<file path="config.mk">
export PLATFORM = sky130hd
export DESIGN_NAME = counter_seq_ctrl
export DESIGN_NICKNAME = d
export VERILOG_FILES = /design/src/rtl/counter_seq_pkg.sv /design/src/rtl/counter_seq_prescaler.sv /design/src/rtl/counter_seq_ctrl.sv
export SDC_FILE = /design/constraint.sdc
export NUM_CORES = 1
export LEC_CHECK = 0
export ABC_AREA = 1
export BUFFER_PORTS_ARGS = -buffer_cell sky130_fd_sc_hd__clkbuf_2
export CAP_MARGIN = 20
export CORE_UTILIZATION = 32
export CTS_CLUSTER_SIZE = 24
export DETAILED_ROUTE_END_ITERATION = 12
export GPL_ROUTABILITY_DRIVEN = 0
export RECOVER_POWER = 50
export REMOVE_ABC_BUFFERS = 1
export SKIP_LAST_GASP = 1
export SLEW_MARGIN = 30
export SYNTH_ARGS = -nofsm -noshare
export SYNTH_HDL_FRONTEND = slang
export SYNTH_SLANG_ARGS = --single-unit
</file>
<file path="constraint.sdc">
create_clock -name clk -period 1.2 [get_ports clk]
set_input_delay 0.12 -clock clk [delete_from_list [all_inputs] [get_ports clk]]
set_output_delay 0.12 -clock clk [all_outputs]
set_load 0.02 [all_outputs]
</file>
<file path="src/rtl/counter_seq_pkg.sv">
// Shared definitions for the counter sequencer: controller states,
// command op codes and register reset values.
// Optional build macro used by the controller: COUNTER_SEQ_PRESCALE_EN.
package counter_seq_pkg;

    // Controller state; the encoding is visible on state_o.
    typedef enum logic [1:0] {
        IDLE    = 2'd0,
        LOADING = 2'd1,
        RUN     = 2'd2,
        HOLD    = 2'd3
    } state_t;

    // Command op codes carried on cmd_op.
    localparam logic [1:0] OP_STOP  = 2'b00;
    localparam logic [1:0] OP_LOAD  = 2'b01;
    localparam logic [1:0] OP_RUN   = 2'b10;
    localparam logic [1:0] OP_CLEAR = 2'b11;

    // Reset values of the single-bit run settings (count up, one-shot).
    localparam logic RST_DIR  = 1'b1;
    localparam logic RST_WRAP = 1'b0;

    // STOP only acts while counting; in any other state it is a no-op.
    function automatic state_t stop_next(input state_t cur);
        return (cur == RUN) ? HOLD : cur;
    endfunction

endpackage

</file>
<file path="src/rtl/counter_seq_prescaler.sv">
// Tick generator for the counter sequencer. The tick fires once every
// div+1 cycles (div = 0 gives a tick every cycle). clear restarts the
// division so the first tick after RUN entry lands div+1 cycles later.
// Only built when COUNTER_SEQ_PRESCALE_EN is defined.
module counter_seq_prescaler #(
    parameter int W = 4
) (
    input  logic         clk,
    input  logic         rst_n,
    input  logic         clear,
    input  logic [W-1:0] div,
    output logic         tick
);

    logic [W-1:0] cnt_q;

    // A tick is issued when the phase counter reaches the divide ratio.
    // If div is lowered below the current phase, the counter wraps through
    // 2^W before the next tick; that one stretched period is tolerated.
    assign tick = (cnt_q == div);

    // Phase counter: restart on clear or after each tick.
    always_ff @(posedge clk or negedge rst_n) begin
        if (!rst_n) begin
            cnt_q <= '0;
        end else if (clear || tick) begin
            cnt_q <= '0;
        end else begin
            cnt_q <= cnt_q + W'(1);
        end
    end

endmodule

</file>
<file path="src/rtl/counter_seq_ctrl.sv">
// Command-driven sequencer for the up/down counter datapath.
// Accepts STOP/LOAD/RUN/CLEAR commands, drives the counter load/enable/
// direction strobes and detects the terminal count (one-shot or wrap).
// Optional build macro: COUNTER_SEQ_PRESCALE_EN adds prescale_div and a
// tick divider that slows counting and hit evaluation in RUN.
//
// Handshake: a command transfers on a rising clk edge where cmd_valid and
// cmd_ready are both 1. cmd_ready is low only in LOADING; the source must
// hold cmd_valid and the command fields stable until the transfer.
module counter_seq_ctrl
    import counter_seq_pkg::*;
#(
    parameter int WIDTH      = 8,
    parameter int PRESCALE_W = 4
) (
    input  logic                  clk,
    input  logic                  rst_n,
    input  logic                  cmd_valid,
    output logic                  cmd_ready,
    input  logic [1:0]            cmd_op,
    input  logic [WIDTH-1:0]      cmd_data,
    input  logic                  cmd_dir,
    input  logic                  cmd_wrap,
`ifdef COUNTER_SEQ_PRESCALE_EN
    input  logic [PRESCALE_W-1:0] prescale_div,
`endif
    input  logic [WIDTH-1:0]      cnt_value,
    output logic                  cnt_load,
    output logic [WIDTH-1:0]      cnt_load_val,
    output logic                  cnt_en,
    output logic                  cnt_up,
    output logic                  busy,
    output logic                  done,
    output logic [1:0]            state_o
);

    // Reject configurations that leave a datapath without bits.
    if (WIDTH < 1 || PRESCALE_W < 1) begin : g_bad_params
        $error("counter_seq_ctrl: WIDTH and PRESCALE_W must be at least 1");
    end

    state_t           state;
    logic [WIDTH-1:0] start_reg;
    logic [WIDTH-1:0] limit_reg;
    logic             dir_reg;
    logic             wrap_reg;
    logic             done_reg;

    logic             cmd_acc;
    logic             tick;
    logic             hit_eq;
    logic             hit;

    assign cmd_ready = (state != LOADING);
    assign cmd_acc   = cmd_valid & cmd_ready;

`ifdef COUNTER_SEQ_PRESCALE_EN
    logic run_entry;

    // The divider restarts only when RUN is entered from another state;
    // a RUN command while already running keeps the current phase.
    assign run_entry = cmd_acc & (cmd_op == OP_RUN) & (state != RUN);

    counter_seq_prescaler #(
        .W (PRESCALE_W)
    ) u_prescaler (
        .clk   (clk),
        .rst_n (rst_n),
        .clear (run_entry),
        .div   (prescale_div),
        .tick  (tick)
    );
`else
    assign tick = 1'b1;
`endif

    // Terminal count: only meaningful while running and on a tick.
    assign hit_eq = (cnt_value == limit_reg);
    assign hit    = (state == RUN) & tick & hit_eq;

    // Sequencer FSM plus command registers and the registered done pulse.
    // An accepted command always decides the next state, which is how a
    // command arriving on a one-shot hit cycle overrides the return to IDLE.
    always_ff @(posedge clk or negedge rst_n) begin
        if (!rst_n) begin
            state     <= IDLE;
            start_reg <= '0;
            limit_reg <= '0;
            dir_reg   <= RST_DIR;
            wrap_reg  <= RST_WRAP;
            done_reg  <= 1'b0;
        end else begin
            done_reg <= hit;
            if (cmd_acc) begin
                case (cmd_op)
                    OP_STOP: begin
                        state <= stop_next(state);
                    end
                    OP_LOAD: begin
                        start_reg <= cmd_data;
                        state     <= LOADING;
                    end
                    OP_RUN: begin
                        limit_reg <= cmd_data;
                        dir_reg   <= cmd_dir;
                        wrap_reg  <= cmd_wrap;
                        state     <= RUN;
                    end
                    OP_CLEAR: begin
                        start_reg <= '0;
                        limit_reg <= '0;
                        state     <= LOADING;
                    end
                    default: begin
                        state <= state;
                    end
                endcase
            end else begin
                case (state)
                    LOADING: state <= IDLE;
                    RUN: begin
                        if (hit && !wrap_reg) begin
                            state <= IDLE;
                        end
                    end
                    default: state <= state;
                endcase
            end
        end
    end

    // Strobes decoded from registered state plus the live hit. LOADING
    // always loads start_reg (zero after CLEAR); a wrap hit reloads it too.
    assign cnt_load     = (state == LOADING) | (hit & wrap_reg);
    assign cnt_load_val = start_reg;
    assign cnt_en       = (state == RUN) & tick & ~hit_eq;
    assign cnt_up       = dir_reg;
    assign busy         = (state == RUN);
    assign done         = done_reg;
    assign state_o      = state;

endmodule

</file>
==> results.json <==
{
  "grt_pass1_wl_mm": 4.526,
  "synth_cells": 142,
  "drive_above_1_share_pct": 52.15,
  "fin_crit_sh_pct": 141.2,
  "fin_hold_ws_ns": 0.03166,
  "arrival_ns": 1.57,
  "max_freq_mhz": 590.1,
  "crit_path_frequent_cell": "nand2_1",
  "stdcell_area_um2": 1794,
  "start_util_pct": 33.26,
  "post_drt_wl_per_cell_um": 12.04,
  "firstDrtPassIters": 4,
  "insertion_delay_ns": 0.31,
  "cpMaxStageDelayCell": "dfrtp_1",
  "nFillCells": 329,
  "ys_types": 21,
  "tightestPinTransition_ns": 0.5121,
  "die_width_um": 60.89,
  "yosys_warnings": 0,
  "cts_root_buf": "clkbuf_4",
  "use_met2_pct": 29.67,
  "place_area_um2": 1484,
  "drt_iter0_drc": 37,
  "synthArstFlopShare_pct": 100.0,
  "skew_ns": 0.009862,
  "syn-cell-area_um2": 1110,
  "path_clk_slew_ns": 0.13,
  "grt_pass1_vias": 1048,
  "grt_overflow": 0,
  "rsz0062_at_grt": "yes",
  "fin_crit_ns": 1.695,
  "crit_family": "buffers and inverters",
  "grtUsageMet3_pct": 1.493,
  "antenna_cells": 0,
  "critPathCaptureType": "primary output",
  "synth.top_cells.by_area": "dfrtp_1, nand2_1, nand3_1",
  "antenna_left": 0,
  "grt_antenna_before_repair": 0,
  "drv_cap": 0,
  "area_growth_pct": 61.67,
  "crit_chain": "inv_1 > nand2_1 > nand2_1 > nor2_1 > nand2_1 > buf_4 > buf_6 > nor2_4 > nor2_2 > buf_6",
  "min_path_type": "in2reg",
  "die_y_um": 60.89,
  "fin_nets": 233,
  "grt.total_usage_pct": 16.95,
  "grt_max_degree": 22,
  "yosysMostFrequentCell": "nand2_1",
  "synth_edf_count": 0,
  "cts_buffer_depth": 2,
  "slew_headroom_pct": 65.86,
  "synth_flop_cell": "dfrtp_1",
  "fin_cells": 255,
  "criticalPathCategory": "reg2out",
  "power_density_nw_per_um2": 1847,
  "cpPeakStageDelay_ns": 0.38,
  "grt_use_met1_pct": 21.01,
  "numPortBuffers": 38,
  "viasPerCell": 4.529,
  "dieArea_um2": 3708,
  "ios": 39,
  "drt_wl_total_mm": 3.070,
  "regArea_um2": 526.8,
  "design_power_total_mw": 3.315,
  "worstPathMaxFanout": 2,
  "htreeDepth": 1,
  "violations": "negative setup slack",
  "avgSynthCellArea_um2": 7.816,
  "setup_viol": 25,
  "peakVddDrop_uv": 753.6,
  "cp-start-kind": "register",
  "p_leak_nw": 0.9587,
  "cts_tree": "done",
  "status": "finished, violations left",
  "multi_input_area_um2": 614.3,
  "grt.busiest_layer": "met2",
  "numCtsBuffers": 3,
  "post-dp-hpwl_mm": 2.062,
  "placeableCoreArea_um2": 3337,
  "dp_cells": 242,
  "synth_top_cell_by_area": "dfrtp_1",
  "cts_num_sinks": 21,
  "ys_seq_elements": 21,
  "synth_top_area_share_pct": 45.10,
  "hold_violations": 0,
  "drc": 0,
  "crit_buf_inv": 4,
  "cp.required_ns": 1.08,
  "synth_common_cells": "nand2_1, dfrtp_1, nand3_1",
  "worst_slack_ns": -0.4946,
  "vias": 1155,
  "drv_slew": 0,
  "synth-seq-area-share_pct": 47.46,
  "fp-row-count": 21
}
-- routing by layer --
layer | routed length (um) | share of wire (%)
met1 | 1292 | 42
met2 | 1657 | 54
met3 | 59 | 1.9
met4 | 61 | 2.0
met5 | 0 | 0
-- through the flow --
stage	TNS, ns	setup slack [ns]	utilization [%]
6_report	-4.034	-0.4946	53.77
2_1_floorplan	-0.9939	-0.2486	-
4_1_cts	-3.011	-0.4449	49.31
5_1_grt	-5.619	-0.5954	53.77
3_5_place_dp	-0.3077	-0.08736	44.47
3_3_place_gp	-0.1842	-0.05478	44.47
-- final cells by class --
cell class / instances / share of cell area [%]
clock buffers: 4 / 1.464
inverters: 21 / 4.393
multi-input cells: 97 / 34.24
flip-flops and latches: 21 / 29.36
well taps: 46 / 3.208
repair buffers: 66 / 27.34
-- kinds of logic (layout without fill, tap and decap cells) --
group | after synthesis | after routing | share of synthesized area [%]
AND/OR/NAND/NOR | 78 | 78 | 34.50
buffers and inverters | 24 | 91 | 8.567
flip-flops | 21 | 21 | 47.46
AO/OA/AOI/OAI | 18 | 18 | 8.118
multiplexers | 1 | 1 | 1.352
-- cell usage in the layout (no fill, tap or decap), types with 4 or more instances in the layout --
cell      netlist  layout
buf_6           0      13
o21ai_2         0       4
buf_4           1      15
nand2_1        43      41
nand3_2         1      12
inv_1          15      14
inv_2           6       7
nand3_1        18       5
clkbuf_2        0      33
nor2_1          7       4
dfrtp_1        20      20
o21ai_1        16      12
-- power by group --
group,total (mW),internal [mW],switching (mW)
logic,1.88,0.911,0.973
clock network,0.359,0.130,0.229
registers,1.07,0.934,0.139
-- path summary, 6_finish.rpt --
| check | start | slack [ns] | endpoint | cells after the start |
|---|---|---|---|---|
| setup / recovery | limit_reg[4] | -0.49 | cnt_en | 10 |
| hold / removal | cmd_dir | 0.03 | cnt_up | 2 |
| hold reg to reg | cnt_load_val[5] | 0.50 | cnt_load_val[5] | 2 |
| max in group asynchronous | rst_n | 0.56 | cnt_up | 2 |
| setup reg to reg | limit_reg[4] | -0.28 | state_o[0] | 12 |
| min in group asynchronous | rst_n | 0.29 | done | 2 |
-- repair_timing --
action / CTS / global route
setup endpoints to repair: 13 / 25
setup buffers: 5 / 5
gates resized for setup: 19 / 33
gates cloned: 1 / 0
endpoints found under the hold margin: 20 / 0
hold buffers: 1 / 0
pin swaps: 3 / 4
Note: power is estimated with default switching activity, not from simulation.
